<file path="src/rtl/vga_fb_pkg.sv">
// vga_fb_pkg: shared FSM encoding, default raster timing and framebuffer geometry
// for the VGA framebuffer fetch arbiter.
package vga_fb_pkg;

    typedef enum logic [1:0] {IDLE, FETCH, DRAIN} state_t;

    localparam int DEF_TOTAL_COLS  = 800;
    localparam int DEF_TOTAL_ROWS  = 525;
    localparam int DEF_ACTIVE_COLS = 640;
    localparam int DEF_ACTIVE_ROWS = 480;

    localparam int DEF_SCALE_LOG2  = 3;
    localparam int DEF_FB_COLS     = DEF_ACTIVE_COLS >> DEF_SCALE_LOG2;
    localparam int DEF_FB_ROWS     = DEF_ACTIVE_ROWS >> DEF_SCALE_LOG2;
    localparam int DEF_DATA_W      = 3;
    localparam int DEF_ADDR_W      = 13;

    typedef logic [DEF_DATA_W-1:0] cell_t;

endpackage

</file>
<file path="src/rtl/vga_line_buf.sv">
// vga_line_buf: one framebuffer row of cells, one write port and one registered
// read port that returns zero when the read is not enabled.
module vga_line_buf #(
    parameter int DEPTH  = 80,
    parameter int DATA_W = 3,
    parameter int IDX_W  = $clog2(DEPTH)
) (
    input  logic              i_Clk,
    input  logic              i_Rst,
    input  logic              wr_en,
    input  logic [IDX_W-1:0]  wr_idx,
    input  logic [DATA_W-1:0] wr_data,
    input  logic              rd_en,
    input  logic [IDX_W-1:0]  rd_idx,
    output logic [DATA_W-1:0] rd_data
);

    logic [DATA_W-1:0] mem [DEPTH];

    // NOTE: the storage array is deliberately not reset so it can map to RAM;
    // only the read register, which drives the pixel output, has a reset.
    always_ff @(posedge i_Clk) begin
        if (wr_en) mem[wr_idx] <= wr_data;
    end

    always_ff @(posedge i_Clk) begin
        if (i_Rst)      rd_data <= '0;
        else if (rd_en) rd_data <= mem[rd_idx];
        else            rd_data <= '0;
    end

endmodule

</file>
<file path="src/rtl/vga_fb_fetch_arbiter.sv">
// vga_fb_fetch_arbiter: shares a single-port framebuffer RAM between per-row line
// fetches in hblank and a pixel writer. Define VGA_FETCH_ERR_EN for o_Fetch_Err.
module vga_fb_fetch_arbiter
    import vga_fb_pkg::*;
#(
    parameter int TOTAL_COLS  = DEF_TOTAL_COLS,
    parameter int TOTAL_ROWS  = DEF_TOTAL_ROWS,
    parameter int ACTIVE_COLS = DEF_ACTIVE_COLS,
    parameter int ACTIVE_ROWS = DEF_ACTIVE_ROWS,
    parameter int SCALE_LOG2  = DEF_SCALE_LOG2,
    parameter int FB_COLS     = DEF_FB_COLS,
    parameter int FB_ROWS     = DEF_FB_ROWS,
    parameter int DATA_W      = DEF_DATA_W,
    parameter int ADDR_W      = DEF_ADDR_W
) (
    input  logic              i_Clk,
    input  logic              i_Rst,
    input  logic [9:0]        i_Col_Count,
    input  logic [9:0]        i_Row_Count,
    input  logic              i_Wr_Req,
    input  logic [ADDR_W-1:0] i_Wr_Addr,
    input  logic [DATA_W-1:0] i_Wr_Data,
    output logic              o_Wr_Ack,
    output logic [ADDR_W-1:0] o_Mem_Addr,
    output logic              o_Mem_We,
    output logic [DATA_W-1:0] o_Mem_WData,
    input  logic [DATA_W-1:0] i_Mem_RData,
    output logic [DATA_W-1:0] o_Pix_Data,
    output logic              o_Pix_Valid,
`ifdef VGA_FETCH_ERR_EN
    output logic              o_Fetch_Err,
`endif
    output logic              o_Fetch_Busy
);

    localparam int              K_W         = $clog2(FB_COLS);
    localparam logic [K_W-1:0]  K_LAST      = K_W'(FB_COLS - 1);
    localparam logic [9:0]      ACT_COLS    = 10'(ACTIVE_COLS);
    localparam logic [9:0]      ACT_ROWS    = 10'(ACTIVE_ROWS);
    localparam logic [9:0]      LAST_ROW    = 10'(TOTAL_ROWS - 1);
    localparam logic [10:0]     ACT_ROWS_11 = 11'(ACTIVE_ROWS);
    localparam logic [ADDR_W-1:0] FB_COLS_A = ADDR_W'(FB_COLS);
    // A geometry that cannot fit the fetch in hblank never fetches, so it shows up on screen.
    localparam bit GEOM_OK = (FB_COLS == (ACTIVE_COLS >> SCALE_LOG2))
                          && (FB_ROWS == (ACTIVE_ROWS >> SCALE_LOG2))
                          && (FB_COLS < TOTAL_COLS - ACTIVE_COLS)
                          && ((1 << ADDR_W) >= FB_COLS * FB_ROWS);

    state_t            state;
    logic [K_W-1:0]    k;
    logic [ADDR_W-1:0] base;
    logic              cap_en;
    logic [K_W-1:0]    cap_idx;
    logic [10:0]       row_p1;
    logic              trigger;
    logic [ADDR_W-1:0] trig_base;
    logic              in_active;

    // NOTE: every always_comb output gets a default first, so no path can infer a latch.
    always_comb begin
        row_p1    = {1'b0, i_Row_Count} + 11'd1;
        trigger   = 1'b0;
        trig_base = '0;
        if (GEOM_OK && i_Col_Count == ACT_COLS) begin
            if (row_p1[SCALE_LOG2-1:0] == '0 && row_p1 < ACT_ROWS_11) begin
                trigger   = 1'b1;
                trig_base = ADDR_W'(row_p1 >> SCALE_LOG2) * FB_COLS_A;
            end else if (i_Row_Count == LAST_ROW) begin
                trigger   = 1'b1;
            end
        end
    end

    // NOTE: sequential state uses non-blocking assignments so every register samples pre-edge values.
    always_ff @(posedge i_Clk) begin
        if (i_Rst) begin
            state        <= IDLE;
            k            <= '0;
            base         <= '0;
            cap_en       <= 1'b0;
            cap_idx      <= '0;
            o_Fetch_Busy <= 1'b0;
        end else begin
            cap_en  <= (state == FETCH);
            cap_idx <= k;
            case (state)
                IDLE: if (trigger) begin
                    state        <= FETCH;
                    k            <= '0;
                    base         <= trig_base;
                    o_Fetch_Busy <= 1'b1;
                end
                FETCH: if (k == K_LAST) state <= DRAIN;
                       else             k     <= k + K_W'(1);
                DRAIN: begin
                    state        <= IDLE;
                    o_Fetch_Busy <= 1'b0;
                end
                default: state <= IDLE;
            endcase
        end
    end

    // The writer is granted combinationally so a held request is acked exactly once.
    always_comb begin
        o_Mem_Addr  = '0;
        o_Mem_We    = 1'b0;
        o_Mem_WData = '0;
        o_Wr_Ack    = 1'b0;
        if (!i_Rst) begin
            case (state)
                FETCH: o_Mem_Addr = base + ADDR_W'(k);
                IDLE: if (!trigger && i_Wr_Req) begin
                    o_Mem_Addr  = i_Wr_Addr;
                    o_Mem_We    = 1'b1;
                    o_Mem_WData = i_Wr_Data;
                    o_Wr_Ack    = 1'b1;
                end
                default: ;
            endcase
        end
    end

    assign in_active = (i_Col_Count < ACT_COLS) && (i_Row_Count < ACT_ROWS);

    always_ff @(posedge i_Clk) begin
        if (i_Rst) o_Pix_Valid <= 1'b0;
        else       o_Pix_Valid <= in_active;
    end

    vga_line_buf #(
        .DEPTH  (FB_COLS),
        .DATA_W (DATA_W),
        .IDX_W  (K_W)
    ) u_line_buf (
        .i_Clk   (i_Clk),
        .i_Rst   (i_Rst),
        .wr_en   (cap_en),
        .wr_idx  (cap_idx),
        .wr_data (i_Mem_RData),
        .rd_en   (in_active),
        .rd_idx  (K_W'(i_Col_Count >> SCALE_LOG2)),
        .rd_data (o_Pix_Data)
    );

`ifdef VGA_FETCH_ERR_EN
    // Sticky: a fetch overlapping a new trigger or the start of a visible line.
    always_ff @(posedge i_Clk) begin
        if (i_Rst) begin
            o_Fetch_Err <= 1'b0;
        end else if (state != IDLE &&
                     (trigger || (i_Col_Count == '0 && i_Row_Count < ACT_ROWS))) begin
            o_Fetch_Err <= 1'b1;
        end
    end
`else
    // Without the monitor, fetch overruns are not reported.
`endif

endmodule

</file>
<file path="config.mk">
export PLATFORM = sky130hd
export DESIGN_NAME = vga_fb_fetch_arbiter
export DESIGN_NICKNAME = d
export VERILOG_FILES = /design/src/rtl/vga_fb_pkg.sv /design/src/rtl/vga_line_buf.sv /design/src/rtl/vga_fb_fetch_arbiter.sv
export SDC_FILE = /design/constraint.sdc
export NUM_CORES = 1
export LEC_CHECK = 0
export BUFFER_PORTS_ARGS = -buffer_cell sky130_fd_sc_hd__buf_2
export CAP_MARGIN = 20
export CORE_MARGIN = 1.5
export CORE_UTILIZATION = 55
export DETAILED_ROUTE_END_ITERATION = 8
export PLACE_DENSITY = 0.76
export RECOVER_POWER = 25
export SYNTH_ARGS = -nofsm -noshare
export SYNTH_HDL_FRONTEND = slang
export SYNTH_SLANG_ARGS = --single-unit
</file>
<file path="constraint.sdc">
create_clock -name i_Clk -period 2.6 [get_ports i_Clk]
set_input_delay 0.13 -clock i_Clk [delete_from_list [all_inputs] [get_ports i_Clk]]
set_output_delay 0.13 -clock i_Clk [all_outputs]
set_load 0.02 [all_outputs]
</file>
# Word-level counts from Yosys, hierarchy flattened
# Memory sizes are Yosys's and may differ from the RTL's. A register that Yosys moved wholly into a read port is not among the register bits.
# Index checks and enable logic that the tools add are counted.
# W data, S select, Z words.
# totals
regBits,32
ram_bits,240
inputBits,42
output_inout_bits,23
wordCells,61
mem_count,1
# op_classes
add_sub_neg,3
multipliers,1
n_lt_le_gt_ge,3
n_eq_ne,8
mux,24
n_bitwise,1
reduce_logical,13
# mem_list
name,depth,width,rd,rd_clocked_by_memory_dff,wr,line,source
u_line_buf.mem,80,3,1,1,1,vga_line_buf.sv:18,logic [DATA_W-1:0] mem [DEPTH];
# op_table
op,count
$mux W13,4
$pmux W13 S2,1
$eq A10 B10 Y1 const B,2
$mux W7,2
$pmux W7 S2,1
$add A13 B7 Y13,1
$add A10 B1 Y11 const B,1
$lt A11 B9 Y1 const B,1
$lt A10 B10 Y1 const B,1
$lt A10 B9 Y1 const B,1
$mul A8 B3 Y9 const B,1
$mux W1,9
$mux W3,3
$add A7 B1 Y7 const B,1
$eq A7 B7 Y1 const B,1
$reduce_and A2 Y1,3
$mux W2,2
$ne A2 B2 Y1 const B,2
$pmux W2 S2,1
$reduce_bool A2 Y1,2
$logic_and A1 B1 Y1,3
$logic_not A3 Y1,1
$reduce_and A3 Y1,1
$eq A2 B1 Y1 const B,1
other kinds (7),7

# Depth between registers and ports, before layout
# Gate-level depths: netlist (run 1).
# depth
depth_word,10
depth_mapped,12
depth_no_buf,12

# Hierarchy
# Synthesis (run 1) repeated with hierarchy kept, for this count alone.
# hier_totals
hier_cells,724
hier_area_um2,11846.4
# by_module_without_submodules
module,instances,cells_each,area_per_inst_um2,seq_area_each_um2
vga_line_buf,1,501,9843.2,7267.0
vga_fb_fetch_arbiter,1,223,2003.2,560.5

# Worst setup path before layout (run 1)
# Ideal clock, no wire load.
# synth_path
kind,input to register
from,in i_Row_Count[2]
to,reg base[11]
setup_time_ps,71
arrival_ps,2634
required_time_ps,2529
path_slack_ps,-105
stages,12
n_path_buf,0
path_cell_list,nand4_1 nor2_1 nand2_1 xnor2_1 ha_1 ha_1 fa_1 a21o_1 a21oi_1 xor2_1 or4_1 a21oi_1
# synth_between
elab_chain_cells,6
elab_cells_between_ends,12
classes_between,add/sub: 1; mul: 1; order compare: 1; eq/ne: 1; mux: 5; reduce/logical: 3
# synth_rtl
item,line,source
"start, declared",vga_fb_fetch_arbiter.sv:19,"input logic [9:0] i_Row_Count,"
"parallel branches: the longest is 6 deep, another holds $add A10 B1 Y11",-,
"end signal, assigned",vga_fb_fetch_arbiter.sv:90,base <= trig_base;
"end, declared",vga_fb_fetch_arbiter.sv:51,logic [ADDR_W-1:0] base;
# Parallel ways; which one is timed is not known.
# A chain may end at the register's enable or synchronous reset.

# Final worst setup path (run 1)
# layout_path
from,reg k[4]
to,out o_Mem_Addr[10]
# layout_between
elab_chain_cells,3
# layout_rtl
item,line,source
"start, declared",vga_fb_fetch_arbiter.sv:50,logic [K_W-1:0] k;
"start signal, assigned",vga_fb_fetch_arbiter.sv:94,else k <= k + K_W'(1);
$add A13 B7 Y13,vga_fb_fetch_arbiter.sv:112,FETCH: o_Mem_Addr = base + ADDR_W'(k);
$pmux W13 S2,vga_fb_fetch_arbiter.sv:111,case (state)
$mux W13,vga_fb_fetch_arbiter.sv:110,if (!i_Rst) begin
"end, declared",vga_fb_fetch_arbiter.sv:24,"output logic [ADDR_W-1:0] o_Mem_Addr,"
# No other way between the ends.

==> results.json, run 1 <==
{
  "status": "finished, violations left",
  "violations": "max-capacitance violations, max-slew violations",
  "fin_hold_ws_ns": 0.0194,
  "multi_input_area_mm2": 0.00370,
  "wl_um": 26000,
  "yosys.area.top_type": "edfxtp_1",
  "synth_area_per_cell_um2": 15.5,
  "tritoncts": "yes",
  "path_class": "reg2out",
  "worst-endpoint-arrival_ns": 2.30,
  "synth_edf_count": 240,
  "leakage_nw": 4.47,
  "peakVddDrop_mv": 0.398,
  "yosysSeqAreaShare_pct": 66.8,
  "syn_nets": 817,
  "final_cell_mix": "edfxtp_1, nor2_1, buf_2, mux4_2, nand2_1",
  "antenna_found_initial": 0,
  "cp.required_ns": 2.47,
  "setup_viol": 0,
  "cts.sinks": 271,
  "die_h_um": 149,
  "n_fill_cell": 1495,
  "holdPathStages": 2,
  "track_usage_pct": 24.6,
  "routedWlPerCell_um": 22.8,
  "p_per_area_mw_per_mm2": 671,
  "hold_start": "i_Rst",
  "fin_crit_ns": 2.43,
  "regArea_mm2": 0.00783,
  "slew_headroom_pct": -5.03,
  "clkLatencyLatePin_ns": 0.51,
  "syn-cell-area_mm2": 0.0117,
  "grt_pass1_wl_um": 41100,
  "drive_gt1_share_pct": 24.5,
  "synth_xor_area_share_pct": 1.84,
  "drc_errors": 0,
  "yosysUniqueCellTypes": 55,
  "reg2regPathDepth": 6,
  "rows": 53,
  "vias": 7053,
  "die_area_mm2": 0.0222,
  "synth_compound_area_share_pct": 4.76,
  "path_clk_slew_ns": 0.06,
  "synth_cells": 757,
  "slew_violations": 81,
  "nNetsFinal": 907,
  "yosys.area_share.simple_pct": 10.0,
  "rr_endpoint": "u_line_buf.rd_data[0]$_SDFF_PP0_",
  "hold_class": "in2reg",
  "area_growth_pct": 13.8,
  "viasPerCell": 6.19,
  "timing.fmax_mhz": 411,
  "port_buffers": 64,
  "core_area_mm2": 0.0210,
  "ant_nets": 0,
  "p_total_mw": 8.94,
  "reg2reg_slack_ns": 0.40,
  "tightest_slew_ns": 1.58,
  "yosysWarnings": 0,
  "start_util_pct": 55.9,
  "synth-seq-cells": 271,
  "cts_root_buffer": "clkbuf_16",
  "overflow": 0,
  "num_io_pins": 65,
  "layout_worst_path_cycle_share_pct": 93.6,
  "firstDrtPassIters": 6,
  "synthTopCellsByArea": "edfxtp_1, mux4_2, dfxtp_1",
  "htreeDepth": 1,
  "start_kind": "flop",
  "dpl_cell_area_mm2": 0.0125,
  "final_core_util_pct": 63.6,
  "die_w_um": 149,
  "synthAdderAreaFrac_pct": 2.05,
  "finalHoldViolations": 0,
  "setup-tns-final_ns": 0,
  "drv_cap": 1,
  "rsz0062_at_grt": "false",
  "min_to": "base[5]$_SDFFE_PP0P_",
  "grt_pass1_vias": 7397,
  "gp_congestion": 0.830,
  "cts_buffers": 27,
  "synthMuxAreaShare_pct": 12.7,
  "grt_max_degree": 81,
  "drt_iter0_drc": 770,
  "async_flop_share_pct": 0,
  "skew_ns": 0.00582,
  "dp_hpwl_um": 17200,
  "finalInstanceArea_mm2": 0.0133,
  "synth_ff_type": "edfxtp_1",
  "antenna_cells": 0,
  "final_common_cell": "edfxtp_1",
  "synth_top_area_share_pct": 61.5,
  "end_kind": "output pin",
  "worstReg2RegStart": "u_line_buf.mem[59][0]$_DFFE_PP_",
  "post_cts_buffers": 0,
  "critPathMaxFanout": 6,
  "synth_top_family_by_area": "multiplexers",
  "cts_buffer_depth": 3
}
[cells by family (layout without fill, tap and decap cells)]
group / Yosys count / count (layout)
AO/OA/AOI/OAI: 82 / 82
XOR/XNOR: 23 / 23
adder cells (fa/ha/maj): 18 / 18
buffers and inverters: 42 / 150
flip-flops: 271 / 271
multiplexers: 77 / 77
AND/OR/NAND/NOR: 244 / 244
[area by class of cell]
cell class / count / share of cell area (%)
inverter: 7 / 0.197
clock inverter: 9 / 0.488
sequential: 271 / 58.7
clock buffer: 38 / 5.83
multi-input combinational: 444 / 27.7
timing repair buffer: 96 / 4.47
tap: 275 / 2.58
[report_power, final]
part	switching, mW	leakage, nW	internal, mW
clock	1.51	0.414	2.16
sequential	0.000759	2.41	4.74
combinational	0.313	1.65	0.229
total	1.82	4.47	7.12
[stage by stage]
step / cells / setup WS [ns]
3_3_place_gp: 1092 / -0.0113
3_5_place_dp: 1092 / -0.163
2_1_floorplan: 757 / 0.00830
6_report: 1140 / 0.168
5_1_grt: 1140 / 0.00973
4_1_cts: 1140 / 0.0368
[worst max path at each step]
stage,end,slack [ns],start,cells after the start
global route,o_Mem_Addr[10],0.01,k[4]$_SDFFE_PP0P_,9
global placement,base[11]$_SDFFE_PP0P_,-0.01,i_Row_Count[0],13
floorplan,base[11]$_SDFFE_PP0P_,0.008,i_Row_Count[0],12
finish,o_Mem_Addr[10],0.17,k[4]$_SDFFE_PP0P_,9
detailed placement,base[11]$_SDFFE_PP0P_,-0.16,i_Row_Count[0],13
CTS,o_Mem_Addr[10],0.04,k[4]$_SDFFE_PP0P_,9
[cell usage after synthesis (all sizes together), types with 14 or more instances]
cell and number:
buf 20, nand2 33, a21oi 14, edfxtp 240
mux2i 16, o21ai 16, clkbuf 15, ha 16
mux4 57, nor3 14, nor2b 19, nand3 21
nor2 116, dfxtp 31, a22oi 18
[repair_timing]
| action | CTS | global route |
|---|---|---|
| hold endpoints to repair | 2 | 0 |
| resized for setup | 2 | 6 |
| pin swaps | 0 | 2 |
| hold buffers | 1 | 0 |
| setup endpoints to repair | 2 | 13 |
[layer usage]
metal,track usage [%],wire length [µm]
met1,33.5,10500
met2,41.8,13100
met3,3.09,1840
met4,7.43,614
met5,0,0
[critical path, cell delays in order, from the launching register on]
cell	delay (ns)
dfxtp_2	0.35
ha_2	0.21
fa_2	0.36
a21oi_2	0.17
nor2b_2	0.08
nand3_1	0.09
xnor2_1	0.15
a22oi_1	0.09
nor2_1	0.15
buf_4	0.15
[registers in the layout (all words and copies together) (netlist names)]
signal,count
u_line_buf.mem,240
cap_en,1
u_line_buf.rd_data,3
base,9
o_Pix_Valid,1
cap_idx,7
o_Fetch_Busy,1
state,2
k,7
No activity file was read; power rests on OpenSTA's default activity.
==> inputs of run 2 (changes only) <==
--- a/config.mk
+++ b/config.mk
@@ -7,10 +7,13 @@
 export LEC_CHECK = 0
 export BUFFER_PORTS_ARGS = -buffer_cell sky130_fd_sc_hd__buf_2
 export CAP_MARGIN = 20
+export CELL_PAD_IN_SITES_DETAIL_PLACEMENT = 0
+export CELL_PAD_IN_SITES_GLOBAL_PLACEMENT = 1
 export CORE_MARGIN = 1.5
-export CORE_UTILIZATION = 55
+export CORE_UTILIZATION = 47
 export DETAILED_ROUTE_END_ITERATION = 8
-export PLACE_DENSITY = 0.76
+export GPL_TIMING_DRIVEN = 0
+export PLACE_DENSITY_LB_ADDON = 0.1
 export RECOVER_POWER = 25
 export SYNTH_ARGS = -nofsm -noshare
 export SYNTH_HDL_FRONTEND = slang
==> run 2 against run 1 <==
- the flow still finishes with violations (max-capacitance violations, max-slew violations)
- power increased by 0.33%
- fmax fell by 1.7%
- wire length is 8.0% higher
- first-iteration DRC count shrank 14%
- sequential share of layout area decreased by 0.17 points
- global-route usage decreased by 2.3 points
- via count is 2.3% lower
- die area rose by 17%
- combinational power increased by 2%
==> results.json, run 2 (same netlist as run 1, synthesis figures left out) <==
{
  "cts.sinks": 271,
  "antenna_cells": 0,
  "critical_path.top_delay_family": "flip-flops",
  "routedWlPerCell_um": 23.5,
  "final_common_cell": "edfxtp_1",
  "cts_buffers": 27,
  "critPathMaxStageDelay_ns": 0.50,
  "rows": 57,
  "drt-met1-wl_um": 11700,
  "top_regs": "u_line_buf.mem (240), base (9)",
  "n_fill_cell": 2005,
  "drc_errors": 0,
  "start_util_pct": 48.1,
  "crit_chain": "ha_1 -> a21o_1 -> a21o_1 -> nand3_1 -> xnor2_1 -> a22oi_1 -> nor2_1 -> buf_2",
  "setup_ws_ns": 0.125,
  "regMostFlops": "u_line_buf.mem",
  "gp_congestion": 0.848,
  "htreeDepth": 1,
  "grt_pass1_vias": 7240,
  "wl_um": 28100,
  "peakVddDrop_mv": 0.414,
  "routed.top_layer": "met4",
  "grt_pass1_wl_um": 42800,
  "cp.required_ns": 2.47,
  "finalInstanceArea_mm2": 0.0134,
  "p_per_area_mw_per_mm2": 671,
  "timing.fmax_mhz": 404,
  "num_io_pins": 65,
  "pwr-share-clk_pct": 41.0,
  "pwr-share-seq_pct": 52.8,
  "p_int_mw": 7.06,
  "die_h_um": 161,
  "largest_reg_flops": 240,
  "cts_buffer_depth": 3,
  "status": "finished, violations left",
  "die_area_mm2": 0.0259,
  "setup_viol": 0,
  "die_w_um": 161,
  "dr_wl_met2_um": 14100,
  "slew_violations": 82,
  "grt_max_degree": 50,
  "core_area_mm2": 0.0244,
  "drv_cap": 2,
  "critPathBufInv": 1,
  "track_usage_pct": 22.3,
  "slew_headroom_pct": -29.3,
  "cpMaxStageDelayCell": "dfxtp_1",
  "dp_hpwl_um": 19500,
  "combinationalPowerShare_pct": 6.2,
  "drive_gt1_share_pct": 22.8,
  "clkLatencyLatePin_ns": 0.53,
  "antenna_found_initial": 0,
  "finalHoldViolations": 0,
  "end_kind": "output pin",
  "power_switching_mw": 1.92,
  "tightest_slew_ns": 1.94,
  "drt_iter0_drc": 661,
  "leakage_nw": 4.43,
  "fin_hold_ws_ns": 0.0676,
  "p_sw_share_pct": 21.3,
  "stdcell_count": 1196,
  "dpl_cell_area_mm2": 0.0125,
  "layout_worst_path_cycle_share_pct": 95.2,
  "critPathMaxFanout": 7,
  "tritoncts": "yes",
  "place_ws_ns": -0.405,
  "path_clk_slew_ns": 0.06,
  "regArea_mm2": 0.00783,
  "vias": 6888,
  "worst-endpoint-arrival_ns": 2.35,
  "final_core_util_pct": 54.8,
  "violations": "max-capacitance violations, max-slew violations",
  "start_kind": "flop",
  "multi_input_area_mm2": 0.00371,
  "cts_root_buffer": "clkbuf_16",
  "crit_top_cell": "a21o_1",
  "port_buffers": 58,
  "viasPerCell": 5.76,
  "overflow": 0,
  "final_cell_mix": "edfxtp_1, nor2_1, buf_2, mux4_2, nand2_1",
  "nNetsFinal": 912,
  "ant_nets": 0,
  "numPlacedInstances": 1142,
  "path_class": "reg2out",
  "firstDrtPassIters": 5,
  "hold_class": "in2reg",
  "fin_crit_ns": 2.48,
  "area_growth_pct": 14.1,
  "skew_ns": 0.0107,
  "wl_met3_um": 1700
}
## run 2: worst paths after layout
| check | to | cells past startpoint | slack (ns) | startpoint |
|---|---|---|---|---|
| hold reg to reg | base[4]$_SDFFE_PP0P_ | 2 | 0.48 | base[4]$_SDFFE_PP0P_ |
| setup / recovery | o_Mem_Addr[11] | 8 | 0.12 | k[5]$_SDFFE_PP0P_ |
| setup reg to reg | u_line_buf.mem[31][1]$_DFFE_PP_ | 3 | 0.27 | cap_idx[1]$_SDFF_PP0_ |
| hold / removal | base[4]$_SDFFE_PP0P_ | 5 | 0.07 | i_Row_Count[2] |
## run 2: power by group through the flow
stage                     Combinational [mW]  Sequential, mW  Clock [mW]
final                                  0.556            4.74        3.68
after global routing                   0.604            4.73        3.91
after CTS                              0.565            4.73        3.74
after detailed placement               0.557            4.83           0
after global placement                 0.536            4.83           0
after floorplan                        0.317            4.83           0
## run 2: final cells by class
type | count | area share [%]
flip-flops and latches | 271 | 58.5
multi-input cells | 444 | 27.7
clock buffers | 31 | 5.16
well taps | 324 | 3.03
repair buffers | 66 | 2.83
plain buffers | 35 | 1.44
clock inverters | 18 | 1.08
inverters | 7 | 0.196
## run 2: tightest hold or removal path, delay by kind of cell
kind,cells,cell delay (ns)
simple gates,2,0.15
buf+inv,1,0.12
xor+xnor,1,0.09
compound gates,1,0.06
## run 2: what timing repair did
action	CTS	global route
setup endpoints to repair	1	14
setup buffers	0	1
gates resized for setup	1	8
hold buffers	4	0
hold endpoints to repair	5	0
pin swaps	0	1
## run 2: per-layer routing
metal	vias up	track usage [%]
li1	3138	-
met1	3452	29.6
met2	251	38.2
met3	47	3.46
met4	0	6.02
met5	-	0
## run 2: per-stage QoR
stage	total power [mW]	TNS (ns)
after global routing	9.25	-0.00536
after global placement	5.37	-1.04
after detailed placement	5.38	-1.21
after CTS	9.04	0
after floorplan	5.15	0
final	8.97	0
